**src/rtl/tc_add_wb_collect_pkg.sv**
```systemverilog
// rtl/tc_add_wb_collect_pkg.sv - shared constants for the add-pipe writeback collector
package tc_add_wb_collect_pkg;

    // Warp id width, as used throughout the tensor core.
    localparam int DEPTH_WARP = 2;

    // Exception flag bit positions inside fflags {NV,DZ,OF,UF,NX}.
    localparam int FFLAGS_W  = 5;
    localparam int FFLAG_NV  = 4;
    localparam int FFLAG_DZ  = 3;
    localparam int FFLAG_OF  = 2;
    localparam int FFLAG_UF  = 1;
    localparam int FFLAG_NX  = 0;

    localparam int REG_IDX_W = 8;

    // Writeback payload {data, reg_idxw, warpid} width for a W-bit result.
    function automatic int wb_payload_w(input int w);
        return REG_IDX_W + DEPTH_WARP + w;
    endfunction

    // Payload width for the default 5-bit exponent, 4-bit significand result.
    localparam int WB_PAYLOAD_W = REG_IDX_W + DEPTH_WARP + 9;

endpackage

```
**src/rtl/tc_add_wb_collect_if.sv**
```systemverilog
// rtl/tc_add_wb_collect_if.sv - result stream, writeback and flag access bundle
interface tc_add_wb_collect_if
    import tc_add_wb_collect_pkg::*;
#(
    parameter int W     = 9,
    parameter int CNT_W = 3
);
    logic                   in_valid_i;
    logic                   in_ready_o;
    logic [W-1:0]           result_i;
    logic [FFLAGS_W-1:0]    fflags_i;
    logic [REG_IDX_W-1:0]   ctrl_reg_idxw_i;
    logic [DEPTH_WARP-1:0]  ctrl_warpid_i;

    logic                   wb_valid_o;
    logic                   wb_ready_i;
    logic [W-1:0]           wb_data_o;
    logic [REG_IDX_W-1:0]   wb_reg_idxw_o;
    logic [DEPTH_WARP-1:0]  wb_warpid_o;

    logic                   flag_clr_i;
    logic [DEPTH_WARP-1:0]  flag_clr_warpid_i;
    logic [DEPTH_WARP-1:0]  flag_rd_warpid_i;
    logic [FFLAGS_W-1:0]    flag_rd_o;
    logic [CNT_W-1:0]       count_o;

    // Environment side: add pipe, register file and flag CSR logic.
    modport master (
        output in_valid_i, result_i, fflags_i, ctrl_reg_idxw_i, ctrl_warpid_i,
        input  in_ready_o,
        input  wb_valid_o, wb_data_o, wb_reg_idxw_o, wb_warpid_o,
        output wb_ready_i,
        output flag_clr_i, flag_clr_warpid_i, flag_rd_warpid_i,
        input  flag_rd_o, count_o
    );

    // Collector side.
    modport slave (
        input  in_valid_i, result_i, fflags_i, ctrl_reg_idxw_i, ctrl_warpid_i,
        output in_ready_o,
        output wb_valid_o, wb_data_o, wb_reg_idxw_o, wb_warpid_o,
        input  wb_ready_i,
        input  flag_clr_i, flag_clr_warpid_i, flag_rd_warpid_i,
        output flag_rd_o, count_o
    );

endinterface

```
**src/rtl/tc_sync_fifo.sv**
```systemverilog
// rtl/tc_sync_fifo.sv - first-word-fall-through synchronous FIFO with occupancy count
module tc_sync_fifo #(
    parameter int WIDTH = 8,
    parameter int DEPTH = 4
) (
    input  logic                     clk,
    input  logic                     rst,
    input  logic [WIDTH-1:0]         s_tdata,
    input  logic                     s_tvalid,
    output logic                     s_tready,
    output logic [WIDTH-1:0]         m_tdata,
    output logic                     m_tvalid,
    input  logic                     m_tready,
    output logic [$clog2(DEPTH):0]   count
);
    localparam int AW = $clog2(DEPTH);
    localparam logic [AW:0] CNT_FULL = (AW+1)'(DEPTH);

    logic [WIDTH-1:0] mem [DEPTH];
    logic [AW-1:0]    wr_ptr;
    logic [AW-1:0]    rd_ptr;
    logic             push;
    logic             pop;

    // Ready depends on registered occupancy only, so no path from m_tready.
    assign s_tready = (count != CNT_FULL);
    assign m_tvalid = (count != '0);
    assign m_tdata  = mem[rd_ptr];
    assign push     = s_tvalid && s_tready;
    assign pop      = m_tvalid && m_tready;

    // Pointers, occupancy and storage; storage is cleared so outputs read 0 after reset.
    always_ff @(posedge clk) begin
        if (rst) begin
            wr_ptr <= '0;
            rd_ptr <= '0;
            count  <= '0;
            for (int i = 0; i < DEPTH; i++) begin
                mem[i] <= '0;
            end
        end else begin
            if (push) begin
                mem[wr_ptr] <= s_tdata;
                wr_ptr      <= wr_ptr + 1'b1;
            end
            if (pop) begin
                rd_ptr <= rd_ptr + 1'b1;
            end
            case ({push, pop})
                2'b10:   count <= count + 1'b1;
                2'b01:   count <= count - 1'b1;
                default: count <= count;
            endcase
        end
    end

endmodule

```
**src/rtl/tc_add_wb_collect.sv**
```systemverilog
// rtl/tc_add_wb_collect.sv - buffers add-pipe results into writeback requests, keeps sticky flags
module tc_add_wb_collect
    import tc_add_wb_collect_pkg::*;
#(
    parameter int EXPWIDTH  = 5,
    parameter int PRECISION = 4,
    parameter int DEPTH     = 4,
    parameter int WARP_NUM  = 1 << DEPTH_WARP
) (
    input  logic                clk,
    input  logic                rst,
    tc_add_wb_collect_if.slave  bus
);
    localparam int W     = EXPWIDTH + PRECISION;
    localparam int PAY_W = wb_payload_w(W);

    logic [PAY_W-1:0]    fifo_in;
    logic [PAY_W-1:0]    fifo_out;
    logic                push;
    logic [FFLAGS_W-1:0] sticky     [WARP_NUM];
    logic [FFLAGS_W-1:0] sticky_nxt [WARP_NUM];

    assign fifo_in = {bus.result_i, bus.ctrl_reg_idxw_i, bus.ctrl_warpid_i};
    assign {bus.wb_data_o, bus.wb_reg_idxw_o, bus.wb_warpid_o} = fifo_out;
    assign push    = bus.in_valid_i && bus.in_ready_o;

    tc_sync_fifo #(
        .WIDTH (PAY_W),
        .DEPTH (DEPTH)
    ) u_fifo (
        .clk      (clk),
        .rst      (rst),
        .s_tdata  (fifo_in),
        .s_tvalid (bus.in_valid_i),
        .s_tready (bus.in_ready_o),
        .m_tdata  (fifo_out),
        .m_tvalid (bus.wb_valid_o),
        .m_tready (bus.wb_ready_i),
        .count    (bus.count_o)
    );

    // Next sticky state: a clear applies before the OR of an accepted result's flags.
    always_comb begin
        for (int w = 0; w < WARP_NUM; w++) begin
            sticky_nxt[w] = sticky[w];
            if (bus.flag_clr_i && (bus.flag_clr_warpid_i == DEPTH_WARP'(w))) begin
                sticky_nxt[w] = '0;
            end
            if (push && (bus.ctrl_warpid_i == DEPTH_WARP'(w))) begin
                sticky_nxt[w] = sticky_nxt[w] | bus.fflags_i;
            end
        end
    end

    // Sticky flag registers.
    always_ff @(posedge clk) begin
        for (int w = 0; w < WARP_NUM; w++) begin
            if (rst) begin
                sticky[w] <= '0;
            end else begin
                sticky[w] <= sticky_nxt[w];
            end
        end
    end

    assign bus.flag_rd_o = sticky[bus.flag_rd_warpid_i];

endmodule
```
**src/flat_wrapper.sv**
```systemverilog
// flat-port wrapper written by rule: the top's interface ports become plain ports
module tc_add_wb_collect_flat import tc_add_wb_collect_pkg::*;
#(
    parameter int EXPWIDTH  = 5,
    parameter int PRECISION = 4,
    parameter int DEPTH     = 4,
    parameter int WARP_NUM  = 1 << DEPTH_WARP
)
  (clk, rst, bus_in_valid_i, bus_result_i, bus_fflags_i, bus_ctrl_reg_idxw_i, bus_ctrl_warpid_i, bus_in_ready_o, bus_wb_valid_o, bus_wb_data_o, bus_wb_reg_idxw_o, bus_wb_warpid_o, bus_wb_ready_i, bus_flag_clr_i, bus_flag_clr_warpid_i, bus_flag_rd_warpid_i, bus_flag_rd_o, bus_count_o);
  tc_add_wb_collect_if bus_i ();
  input  logic clk;
  input  logic rst;
  input wire logic [$bits(bus_i.in_valid_i)-1:0] bus_in_valid_i;
  input wire logic [$bits(bus_i.result_i)-1:0] bus_result_i;
  input wire logic [$bits(bus_i.fflags_i)-1:0] bus_fflags_i;
  input wire logic [$bits(bus_i.ctrl_reg_idxw_i)-1:0] bus_ctrl_reg_idxw_i;
  input wire logic [$bits(bus_i.ctrl_warpid_i)-1:0] bus_ctrl_warpid_i;
  output wire logic [$bits(bus_i.in_ready_o)-1:0] bus_in_ready_o;
  output wire logic [$bits(bus_i.wb_valid_o)-1:0] bus_wb_valid_o;
  output wire logic [$bits(bus_i.wb_data_o)-1:0] bus_wb_data_o;
  output wire logic [$bits(bus_i.wb_reg_idxw_o)-1:0] bus_wb_reg_idxw_o;
  output wire logic [$bits(bus_i.wb_warpid_o)-1:0] bus_wb_warpid_o;
  input wire logic [$bits(bus_i.wb_ready_i)-1:0] bus_wb_ready_i;
  input wire logic [$bits(bus_i.flag_clr_i)-1:0] bus_flag_clr_i;
  input wire logic [$bits(bus_i.flag_clr_warpid_i)-1:0] bus_flag_clr_warpid_i;
  input wire logic [$bits(bus_i.flag_rd_warpid_i)-1:0] bus_flag_rd_warpid_i;
  output wire logic [$bits(bus_i.flag_rd_o)-1:0] bus_flag_rd_o;
  output wire logic [$bits(bus_i.count_o)-1:0] bus_count_o;
  assign bus_i.in_valid_i = bus_in_valid_i;
  assign bus_i.result_i = bus_result_i;
  assign bus_i.fflags_i = bus_fflags_i;
  assign bus_i.ctrl_reg_idxw_i = bus_ctrl_reg_idxw_i;
  assign bus_i.ctrl_warpid_i = bus_ctrl_warpid_i;
  assign bus_in_ready_o = bus_i.in_ready_o;
  assign bus_wb_valid_o = bus_i.wb_valid_o;
  assign bus_wb_data_o = bus_i.wb_data_o;
  assign bus_wb_reg_idxw_o = bus_i.wb_reg_idxw_o;
  assign bus_wb_warpid_o = bus_i.wb_warpid_o;
  assign bus_i.wb_ready_i = bus_wb_ready_i;
  assign bus_i.flag_clr_i = bus_flag_clr_i;
  assign bus_i.flag_clr_warpid_i = bus_flag_clr_warpid_i;
  assign bus_i.flag_rd_warpid_i = bus_flag_rd_warpid_i;
  assign bus_flag_rd_o = bus_i.flag_rd_o;
  assign bus_count_o = bus_i.count_o;
  tc_add_wb_collect #(.EXPWIDTH(EXPWIDTH), .PRECISION(PRECISION), .DEPTH(DEPTH), .WARP_NUM(WARP_NUM)) u_core (.clk(clk), .rst(rst), .bus(bus_i));
endmodule
```
**config.mk**
```make
export PLATFORM = sky130hd
export DESIGN_NAME = tc_add_wb_collect_flat
export DESIGN_NICKNAME = d
export VERILOG_FILES = /design/src/rtl/tc_add_wb_collect_pkg.sv /design/src/rtl/tc_add_wb_collect_if.sv /design/src/rtl/tc_sync_fifo.sv /design/src/rtl/tc_add_wb_collect.sv /design/src/flat_wrapper.sv
export SDC_FILE = /design/constraint.sdc
export NUM_CORES = 1
export LEC_CHECK = 0
export CAP_MARGIN = 40
export CORE_ASPECT_RATIO = 0.7
export CORE_UTILIZATION = 35
export CTS_CLUSTER_SIZE = 30
export DETAILED_ROUTE_END_ITERATION = 8
export PLACE_DENSITY = 0.59
export SYNTH_ARGS = -nofsm -noshare
export SYNTH_HDL_FRONTEND = slang
export SYNTH_HIERARCHICAL = 1
export SYNTH_SLANG_ARGS = --single-unit
```
**constraint.sdc**
```tcl
create_clock -name clk -period 2.2 [get_ports clk]
set_input_delay 0.55 -clock clk [delete_from_list [all_inputs] [get_ports clk]]
set_output_delay 0.55 -clock clk [all_outputs]
set_load 0.02 [all_outputs]
```
# After elaboration in Yosys (flattened, before gate mapping)

Memories as Yosys holds them, arrays and structs flattened. A register that Yosys moved wholly into a read port is not among the register bits.
Cells that the tools add are included.

Register bits after elaboration: 7
RAM bits: 96
Logic and storage cells: 65
Memories kept: 2

$add $sub $neg: 4
Equality and inequality tests: 9
Muxes and demuxes: 24
Bitwise gates (word level): 8
Reduce and logical (&&, ||, !) cells: 15

Memories:

| name              | depth | bits a word | read ports | clocked after memory_dff | write ports | RTL line                | source |
|---|---|---|---|---|---|---|---|
| u_core.u_fifo.mem | 4     | 19          | 1          | 1                        | 4           | tc_sync_fifo.sv:19      | `logic [WIDTH-1:0] mem [DEPTH];` |
| u_core.sticky     | 4     | 5           | 5          | 0                        | 4           | tc_add_wb_collect.sv:20 | `logic [FFLAGS_W-1:0] sticky [WARP_NUM];` |

Operators with widths:

| cell                                             | number |
|---|---|
| 2-to-1 mux 5 bit                                 | 12 |
| bitwise OR 5 bit                                 | 4 |
| 2-to-1 mux 19 bit                                | 1 |
| OR reduction 19 bit                              | 1 |
| == test 2 bit, second input constant             | 5 |
| logical AND 1 bit                                | 10 |
| 2-to-1 mux 1 bit                                 | 7 |
| == test 2 x 1 -> 1 bit, second input constant    | 3 |
| 2-to-1 mux 2 bit                                 | 3 |
| case mux 3 bit (2 select lines)                  | 1 |
| adder 2 x 1 -> 2 bit, second input constant      | 2 |
| zero test 2 bit                                  | 2 |
| bitwise OR 1 bit                                 | 4 |
| adder 3 x 1 -> 3 bit, second input constant      | 1 |
| != test 3 bit, second input constant             | 1 |
| nonzero test 3 bit                               | 1 |
| subtractor 3 x 1 -> 3 bit, second input constant | 1 |
| nonzero test 2 bit                               | 1 |

# Longest topological paths before layout

Gate-level depths: netlist of the first run.

Depth after elaboration: 7
Gate-level depth with buffers: 9

# Modules after synthesis

The synthesis of the first run kept the hierarchy.

By module, submodules not included:

| module            | instances | cells an instance | area an instance (µm²) | sequential area each (µm²) |
|---|---|---|---|---|
| tc_sync_fifo      | 1         | 234               | 3739.8                 | 2462.4 |
| tc_add_wb_collect | 1         | 76                | 870.8                  | 400.4 |

# Least setup slack after synthesis of the first run

OpenSTA, ideal clock, no wires.

Path type: reg-to-reg
Start point: register u_core.u_fifo.count[2]
End point: register u_core.u_fifo.count[2]
Library setup time: 0.070 ns
Arrival time: 2.474 ns
Required time: 2.130 ns
Setup slack: -0.344 ns
Stages on the path, launching flop included: 10
Buffers on the path: 0
Clock period less this slack: 2.544 ns
Cell sequence: dfxtp_1 -> nor3b_4 -> inv_1 -> nand2_1 -> ha_1 -> inv_1 -> fa_1 -> xor2_1 -> or3_1 -> a21oi_1

Longest elaborated chain between the ends: 4

Ends and longest elaborated chain:

| element                                                                      | RTL line           | source |
|---|---|---|
| from (decl)                                                                  | tc_sync_fifo.sv:14 | `output logic [$clog2(DEPTH):0] count` |
| from (signal assigned)                                                       | tc_sync_fifo.sv:50 | `2'b10: count <= count + 1'b1;` |
| from (signal assigned)                                                       | tc_sync_fifo.sv:51 | `2'b01: count <= count - 1'b1;` |
| from (signal assigned)                                                       | tc_sync_fifo.sv:52 | `default: count <= count;` |
| != test 3 bit (*)                                                            | tc_sync_fifo.sv:26 | `assign s_tready = (count != CNT_FULL);` |
| named net bus_in_ready_o                                                     | flat_wrapper.sv:18 | `output wire logic [$bits(bus_i.in_ready_o)-1:0] bus_in_ready_o;` |
| logical AND 1 bit (*)                                                        | tc_sync_fifo.sv:29 | `assign push = s_tvalid && s_tready;` |
| == test 2 x 1 -> 1 bit / == test 2 bit (equally long branches)               | tc_sync_fifo.sv:49 | `case ({push, pop})` |
| case mux 3 bit (2 select lines) / nonzero test 2 bit (equally long branches) | n/a                |  |

Mark *: on every way through the listed nets, which the timed path passes. The rest lies on a longest branch.
A chain may end at the register's enable or synchronous reset.

==> results of run 1 <==
==> stage by stage <==
step	setup slack, ns	instances	TNS (ns)
floorplan	0.00820	310	0
global placement	-0.562	549	-6.91
detailed placement	-0.566	549	-7.99
CTS	0.00187	566	0
global route	0.000510	567	0
finish	0.0431	567	0
==> where the power goes <==
| group | total, W | internal [W] | leakage, nW | switching [W] |
|---|---|---|---|---|
| Combinational | 0.00164 | 0.000834 | 1.04 | 0.000804 |
| Clock | 0.00145 | 0.000772 | 0.125 | 0.000679 |
| Sequential | 0.00249 | 0.00235 | 1.03 | 0.000140 |
==> cell families after synthesis <==
kind of cell	count (synthesis)	synth area share, %
compound gates	32	5.59
xor+xnor	4	0.760
fa+ha+maj	2	0.706
buf+inv	34	3.53
flops	105	62.1
mux	24	11.7
simple gates	109	15.6
==> per-layer routing <==
metal | track usage, % | routed length [um] | vias to the layer above
li1 | - | - | 1333
met1 | 21.0 | 4900 | 1377
met2 | 25.6 | 4630 | 48
met3 | 3.48 | 349 | 6
met4 | 4.96 | 87 | 0
met5 | 0 | 0 | -
==> worst max-delay path, delay by kind of cell, from the launching register on <==
family | cells | cell delay [ns]
buffers and inverters | 2 | 0.35
DFF | 1 | 0.42
muxes | 1 | 0.50
==> Yosys cell counts, drive strengths merged, types with 2 or more instances <==
| cell type | count |
|---|---|
| o21ai | 2 |
| nand2b | 5 |
| o32ai | 15 |
| xor2 | 3 |
| o21bai | 2 |
| and2 | 76 |
| nand2 | 2 |
| a21oi | 3 |
| clkbuf | 7 |
| o2bb2ai | 4 |
| buf | 7 |
| nor3b | 2 |
| and3b | 2 |
| nor4 | 2 |
| nor2 | 6 |
| inv | 20 |
| edfxtp | 76 |
| nor3 | 2 |
| nand4b | 2 |
| or3 | 4 |
| dfxtp | 29 |
| mux4 | 24 |
==> flip-flops by register name, indices dropped and copies added (netlist names), named ones only <==
name and count:
u_core/u_fifo/mem 76, u_core/sticky 20, u_core/u_fifo/count 3, u_core/u_fifo/rd_ptr 2, u_core/u_fifo/wr_ptr 2
==> timing repair <==
action                                  in CTS  in global routing
cloned                                       1                  1
endpoints found under the setup margin      24                  6
hold buffers                                 0                  0
gates resized for setup                    108                  2
==> layout by cell type (no fill, tap or decap), types with 5 or more instances in the layout <==
cell type,instances
sky130_fd_sc_hd__buf_12,8
sky130_fd_sc_hd__clkbuf_16,10
sky130_fd_sc_hd__buf_4,21
sky130_fd_sc_hd__and2_1,76
sky130_fd_sc_hd__o32ai_1,15
sky130_fd_sc_hd__clkdlybuf4s50_1,33
sky130_fd_sc_hd__dfxtp_1,25
sky130_fd_sc_hd__mux4_2,24
sky130_fd_sc_hd__edfxtp_1,76
sky130_fd_sc_hd__inv_1,18
sky130_fd_sc_hd__buf_2,21
sky130_fd_sc_hd__nand2b_1,5
sky130_fd_sc_hd__nor2_1,6
==> worst max path at each step <==
| stage | startpoint | to | slack, ns |
|---|---|---|---|
| final | flop | bus_wb_data_o[8] | 0.04 |
| after global routing | flop | bus_wb_data_o[8] | 0.0005 |
| after CTS | u_core/u_fifo/count[2] | bus_in_ready_o | 0.002 |
| after detailed placement | bus_flag_rd_warpid_i[0] | bus_flag_rd_o[4] | -0.57 |
| after global placement | bus_flag_rd_warpid_i[0] | bus_flag_rd_o[0] | -0.56 |
| after floorplan | u_core/u_fifo/count[2] | u_core/u_fifo/count[2] | 0.008 |
==> final cells by class <==
cell class,instances,area (um^2),area share [%]
Timing Repair Buffer,93,893,15.1
Clock inverter,4,28.8,0.486
Sequential cell,105,2870,48.5
Clock buffer,12,236,3.99
Multi-Input combinational cell,171,1620,27.3
Tap cell,162,203,3.42
Inverter,20,75.1,1.27
==> impl_metrics.ini, run 1 <==
[outcome]
run_status = complete, but fails checks
failed_checks = design-rule violations

[power_and_ir_drop]
cellPowerDensity_nw_per_um2 = 941
power.leakage_nw = 2.19
sum_of_internal_switching_and_leakage_power_w = 0.00558
power.ir.vdd_worst_mv = 0.507

[cells_and_area]
syn_to_final_growth_pct = 28.5
nNetsFinal = 435
drive_above_1_share_pct = 26.7
post_layout_instance_area_um2 = 5930
fillers = 1130
num_antenna_cells = 0
layout.core_utilization_pct = 46.9

[sta]
grt_setup_unrepaired = yes
worstMarginPinSlew_ns = 0.842
period_utilisation_layout_pct = 98.0
fin_worst_skew_ns = 0.00688
slew_viol_final = 0
setup-violations-final = 0
timing.max_slew.rel_slack_pct = 43.7
period_needed_ns = 2.16
timing.final.hold_violations = 0
final_hold_slack_ns = 0.467
fmax_mhz = 464

[floorplanning]
initial_core_util_pct = 36.5
floorplan.die.height_um = 98.0
design.die.area_um2 = 13600
fp.coreArea_um2 = 12600
ios = 62
fp.dieW_um = 139
rows = 34

[detailed_routing]
dr_total_vias = 2764
drt_iter0_drc = 171
viasPerCell = 4.87
avgRoutedWirePerCell_um = 17.6
drt_drc_violations_left = 4
ant_nets = 0
drt-pass1-iter-count = 7
postRouteWirelength_mm = 9.96

[worst_setup_path]
worstPathArrival_ns = 1.61
timing.critical_path.required_ns = 1.65
critical_path.reg2reg.endpoint = u_core/u_fifo/count[2]
crit_path_start_kind = flop
path_max_fanout = 5
crit_slowest_cell = sky130_fd_sc_hd__mux4_2
timing.setup.critical_path_class = reg2out
setup.worst_path.end_class = output port
cells_traversed_along_the_worst_timing_path = clkbuf_16, mux4_2, buf_2
reg2reg_setup_slack_ns = 0.23
critical-path-max-stage-delay_ns = 0.50
worst_r2r_startpoint = u_core/u_fifo/count[1]
worst_reg2reg_path_depth = 9

[global_routing]
gr-usage-all-layers_pct = 15.7
number_of_global_route_vias_before_repair = 2959
grt_antenna_before_repair = 0
globalRoute.totalOverflow = 0
grt_first_pass_wirelength_mm = 15.8
grt_start_max_net_pins = 27

[clock_network]
clk-insertion-delay-late_ns = 0.34
tritoncts = yes
clockBufferDepth = 2
cts_root_buffer = sky130_fd_sc_hd__clkbuf_16
post_cts_buffers = 0
clock_sink_count = 105
htree_num_levels = 3
clock_buffer_count_from_cts = 9
clkTransAtPathRegs_ns = 0.07

[hold_path]
worst_hold_path.num_cells = 1
worst_hold_startpoint = u_core/sticky[3][2]
hold_path_end = u_core/sticky[3][2]
hp-class = reg2reg

[logic_synthesis]
synth_top_area_cells = sky130_fd_sc_hd__edfxtp_1 (49%), sky130_fd_sc_hd__dfxtp_1 (13%), sky130_fd_sc_hd__mux4_2 (12%), sky130_fd_sc_hd__and2_1 (10%), sky130_fd_sc_hd__o32ai_1 (2.8%)
asyncSetResetFlopFracSynth_pct = 0
synth.largest_area_cell = sky130_fd_sc_hd__edfxtp_1
number_of_flops_mapped_to_enable_cells_by_yosys = 76
ys_seq_area_share_pct = 62.1
syn_nets = 345
synth-main-ff-cell = sky130_fd_sc_hd__edfxtp_1
avg_inst_size_synth_um2 = 14.9
share_of_yosys_cell_area_claimed_by_the_top_area_cell_type_pct = 49.5
synth.cell_area_um2 = 4610
netlist_instances = 310
ys_types = 44
ys_warn_count = 6
synth-seq-cells = 105

[placed_design]
routabilityCongestion = 0.749
dp_hpwl_mm = 6.76
detailed_place.area_um2 = 5700
port_buffers = 61

[run]
maxCapViolCount = 0
Note: power is estimated with default switching activity, not from simulation.
==> run 2, diff against run 1 <==
CORE_UTILIZATION = 49   (was 35)
PLACE_DENSITY = 0.77   (was 0.59)
RECOVER_POWER = 100   (was default)
SLEW_MARGIN = 20   (was default)
==> impl_metrics.ini, run 2 (synthesis results as in run 1) <==
[outcome]
run_status = complete, but fails checks
failed_checks = negative setup slack

[clock_network]
clockBufferDepth = 2
clk-insertion-delay-late_ns = 0.35
htree_num_levels = 3
clock_buffer_count_from_cts = 9
tritoncts = yes
cts_root_buffer = sky130_fd_sc_hd__clkbuf_16
clkTransAtPathRegs_ns = 0.07
clock_sink_count = 105

[power_and_ir_drop]
cellPowerDensity_nw_per_um2 = 981
power.ir.vdd_worst_mv = 0.558
power.leakage_nw = 2.11

[detailed_routing]
drt-pass1-iter-count = 4
avgRoutedWirePerCell_um = 17.9
postRouteWirelength_mm = 9.43
drt_drc_violations_left = 0
dr_total_vias = 2811
ant_nets = 0
drt_iter0_drc = 157
viasPerCell = 5.33

[placed_design]
routabilityCongestion = 0.802
dp_hpwl_mm = 6.55
place_ws_ns = -0.579
place_inst = 508
port_buffers = 61

[cells_and_area]
drive_above_1_share_pct = 23.6
fin_cells = 527
nNetsFinal = 433
syn_to_final_growth_pct = 24.6
num_antenna_cells = 0
largest_reg_flops = 76
layout_common_cells = sky130_fd_sc_hd__edfxtp_1 (76), sky130_fd_sc_hd__and2_1 (53), sky130_fd_sc_hd__clkdlybuf4s50_1 (28)
layout_commonest_cell = sky130_fd_sc_hd__edfxtp_1
biggestRegsByFlops = u_core/u_fifo/mem x76, u_core/sticky x20, u_core/u_fifo/count x3
regMostFlops = u_core/u_fifo/mem

[floorplanning]
floorplan.die.height_um = 83.2
initial_core_util_pct = 50.6
design.die.area_um2 = 9810
fp.dieW_um = 118
ios = 62
rows = 29
fp.coreArea_um2 = 9110

[global_routing]
number_of_global_route_vias_before_repair = 2939
grt_start_max_net_pins = 28
grt_first_pass_wirelength_mm = 15.6
globalRoute.totalOverflow = 0
gr-usage-all-layers_pct = 21.1
grt_antenna_before_repair = 0

[sta]
worstMarginPinSlew_ns = 0.693
setup-violations-final = 1
fin_worst_skew_ns = 0.00992
slew_viol_final = 0
period_utilisation_layout_pct = 100
timing.final.hold_violations = 0
timing.max_slew.rel_slack_pct = 53.7
grt_setup_unrepaired = yes
fin_ws_ns = -0.000314
period_needed_ns = 2.20
fmax_mhz = 454

[worst_setup_path]
timing.critical_path.required_ns = 1.65
worstPathArrival_ns = 1.65
crit_path_start_kind = flop
path_max_fanout = 7
setup.worst_path.end_class = output port
timing.setup.critical_path_class = reg2out

[hold_path]
hp-class = reg2reg

[run]
maxCapViolCount = 0
## run 2: cell type report
type	count	area (um^2)
clock buffer	11	253
clock inverter	5	46.3
fill	677	3360
inverter	20	75.1
multi-input combinational	171	1570
sequential	105	2870
tap	124	155
timing repair buffer	91	769
## run 2: power by group
part,internal [W],switching (W)
clock network,0.000848,0.000724
logic,0.000806,0.000784
registers,0.00235,0.000121
total,0.00400,0.00163
## run 2: worst paths after layout
path / start / end / slack [ns] / depth (start not counted)
max: flop / bus_wb_reg_idxw_o[6] / -0.0003 / 3
min: u_core/sticky[3][0] / u_core/sticky[3][0] / 0.47 / 1
max reg2reg: u_core/u_fifo/count[2] / u_core/u_fifo/count[2] / 0.10 / 9
min reg2reg: u_core/sticky[3][0] / u_core/sticky[3][0] / 0.47 / 1
## run 2: stage by stage
step	cell area (um^2)	setup TNS (ns)	util, %	total power (W)	hold slack (ns)
2_1_floorplan	4630	0	-	0.00345	0.427
3_3_place_gp	5570	-4.27	61.1	0.00413	0.447
3_5_place_dp	5570	-3.84	61.1	0.00418	0.446
4_1_cts	5820	-0.196	63.9	0.00570	0.461
5_1_grt	5740	-1.11	63.1	0.00589	0.487
6_report	5740	-0.000314	63.1	0.00563	0.466
## run 2: what timing repair did
| action | 4_1_cts | 5_1_grt |
|---|---|---|
| buffers inserted | 2 | 0 |
| hold buffers | 0 | 0 |
| gates resized for setup | 104 | 19 |
| pin swaps | 0 | 0 |
| endpoints found under the setup margin | 24 | 18 |
| gates cloned | 1 | 0 |
## run 2: worst max-delay path: stages, from the launching register on
cell	delay [ns]
sky130_fd_sc_hd__dfxtp_4	0.37
sky130_fd_sc_hd__bufbuf_16	0.28
sky130_fd_sc_hd__mux4_2	0.49
sky130_fd_sc_hd__buf_2	0.17
## run 2: routing by layer
| layer | vias up | part of all wire [%] | global-route usage, % |
|---|---|---|---|
| li1 | 1333 | - | - |
| met1 | 1378 | 43 | 28.8 |
| met2 | 86 | 49 | 33.7 |
| met3 | 14 | 6.5 | 4.26 |
| met4 | 0 | 1.4 | 7.46 |
| met5 | - | 0 | 0 |
==> run 3, diff against run 2 <==
CORE_MARGIN = 8   (was default)
==> impl_metrics.ini, run 3 (synthesis results as in run 1) <==
[outcome]
run_status = complete, no violations

[sta]
period_needed_ns = 2.15
period_utilisation_layout_pct = 97.7
worstMarginPinSlew_ns = 0.747
timing.max_slew.rel_slack_pct = 50.0
slew_viol_final = 0
fmax_mhz = 465
setup-violations-final = 0
grt_setup_unrepaired = no
fin_worst_skew_ns = 0.00486
timing.final.hold_violations = 0

[worst_setup_path]
worst_reg2reg_path_depth = 9
timing.setup.critical_path_class = reg2out
crit_path_start_kind = flop
critical_path.reg2reg.endpoint = u_core/u_fifo/count[2]
reg2reg_setup_slack_ns = 0.24
setup.worst_path.end_class = output port
worstPathArrival_ns = 1.60
worst_r2r_startpoint = u_core/u_fifo/count[1]
timing.critical_path.required_ns = 1.65
path_max_fanout = 8

[cells_and_area]
largest_reg_flops = 76
num_antenna_cells = 0
fin_cells = 525
regMostFlops = u_core/u_fifo/mem
biggestRegsByFlops = u_core/u_fifo/mem x76, u_core/sticky x20, u_core/u_fifo/count x3
syn_to_final_growth_pct = 25.6
drive_above_1_share_pct = 25.4
layout_commonest_cell = sky130_fd_sc_hd__edfxtp_1
nNetsFinal = 431
fillers = 667
layout_common_cells = sky130_fd_sc_hd__edfxtp_1 (76), sky130_fd_sc_hd__and2_1 (40), sky130_fd_sc_hd__and2_0 (36)
layout.core_utilization_pct = 63.6

[hold_path]
worst_hold_path.num_cells = 1
worst_hold_startpoint = u_core/sticky[3][1]
hp-class = reg2reg
hold_path_end = u_core/sticky[3][1]

[clock_network]
clock_sink_count = 105
htree_num_levels = 3
cts_root_buffer = sky130_fd_sc_hd__clkbuf_16
clk-insertion-delay-late_ns = 0.35
tritoncts = yes
clkTransAtPathRegs_ns = 0.07
clockBufferDepth = 2
clock_buffer_count_from_cts = 9
ctsHoldBuffers = 0

[global_routing]
gr-usage-all-layers_pct = 15.8
grt_first_pass_wirelength_mm = 15.8
grt_antenna_before_repair = 0
number_of_global_route_vias_before_repair = 3050
globalRoute.totalOverflow = 0
grt_start_max_net_pins = 29

[detailed_routing]
avgRoutedWirePerCell_um = 18.8
drt-pass1-iter-count = 5
drt_drc_violations_left = 0
postRouteWirelength_mm = 9.89
drt_iter0_drc = 282
viasPerCell = 5.35
dr_total_vias = 2811
ant_nets = 0

[floorplanning]
floorplan.die.height_um = 97.2
fp.dieW_um = 132
rows = 29
ios = 62
fp.coreArea_um2 = 9110
design.die.area_um2 = 12800
initial_core_util_pct = 50.6

[run]
maxCapViolCount = 0

[placed_design]
dp_hpwl_mm = 6.68
routabilityCongestion = 0.824
place_inst = 508
port_buffers = 61

[power_and_ir_drop]
power.leakage_nw = 2.11
cellPowerDensity_nw_per_um2 = 991
power.ir.vdd_worst_mv = 0.522
[run 3: critical path: stages (launching register included)]
cell                      delay [ns]
sky130_fd_sc_hd__dfxtp_4        0.40
sky130_fd_sc_hd__buf_12         0.15
sky130_fd_sc_hd__mux4_2         0.51
sky130_fd_sc_hd__buf_2          0.18
[run 3: cell type report]
cell class | instances | area (um^2) | area share [%]
Clock buffer | 13 | 303 | 5.23
Tap cell | 124 | 155 | 2.68
Clock inverter | 3 | 25.0 | 0.432
Multi-Input combinational cell | 171 | 1610 | 27.7
Sequential cell | 105 | 2870 | 49.6
Inverter | 20 | 75.1 | 1.30
Timing Repair Buffer | 89 | 754 | 13.0
[run 3: routing by layer]
| metal | track usage (%) | up-vias | routed length [um] |
|---|---|---|---|
| met2 | 26.4 | 85 | 4890 |
| met1 | 18.9 | 1385 | 4220 |
| li1 | - | 1332 | - |
| met5 | 0 | - | 0 |
| met3 | 5.89 | 9 | 693 |
| met4 | 4.22 | 0 | 85 |
[run 3: repair_timing]
action                                  4_1_cts  5_1_grt
buffers inserted                              1        0
endpoints found under the setup margin       25       16
resized for setup                           114        7
cloned                                        1        0
endpoints found under the hold margin         0        0
[run 3: how the worst max path moves through the flow]
stage	end	start	cells after the start	slack, ns
final	bus_wb_data_o[8]	flop	3	0.05
after global routing	u_core/u_fifo/mem[2][5]	rst	4	0.002
after CTS	bus_wb_data_o[2]	flop	3	-0.02
after detailed placement	bus_flag_rd_o[2]	bus_flag_rd_warpid_i[0]	4	-0.56
after global placement	bus_flag_rd_o[4]	bus_flag_rd_warpid_i[0]	4	-0.57
after floorplan	u_core/u_fifo/count[2]	u_core/u_fifo/count[2]	9	0.008
[run 3: through the flow]
stage | hold slack, ns | instance area [um^2] | setup TNS, ns | setup slack (ns) | power, W
floorplan | 0.427 | 4630 | 0 | 0.00820 | 0.00345
global placement | 0.452 | 5600 | -10.37 | -0.569 | 0.00417
detailed placement | 0.453 | 5610 | -8.30 | -0.562 | 0.00421
CTS | 0.469 | 5900 | -0.117 | -0.0186 | 0.00585
global route | 0.488 | 5790 | 0 | 0.00171 | 0.00597
finish | 0.464 | 5790 | 0 | 0.0499 | 0.00574
[run 3: report_power, final]
part	total, W	internal (W)	leakage, nW	switching (W)
logic	0.00158	0.000767	0.926	0.000810
clock network	0.00168	0.000976	0.159	0.000706
registers	0.00248	0.00235	1.03	0.000128
total	0.00574	0.00409	2.11	0.00164
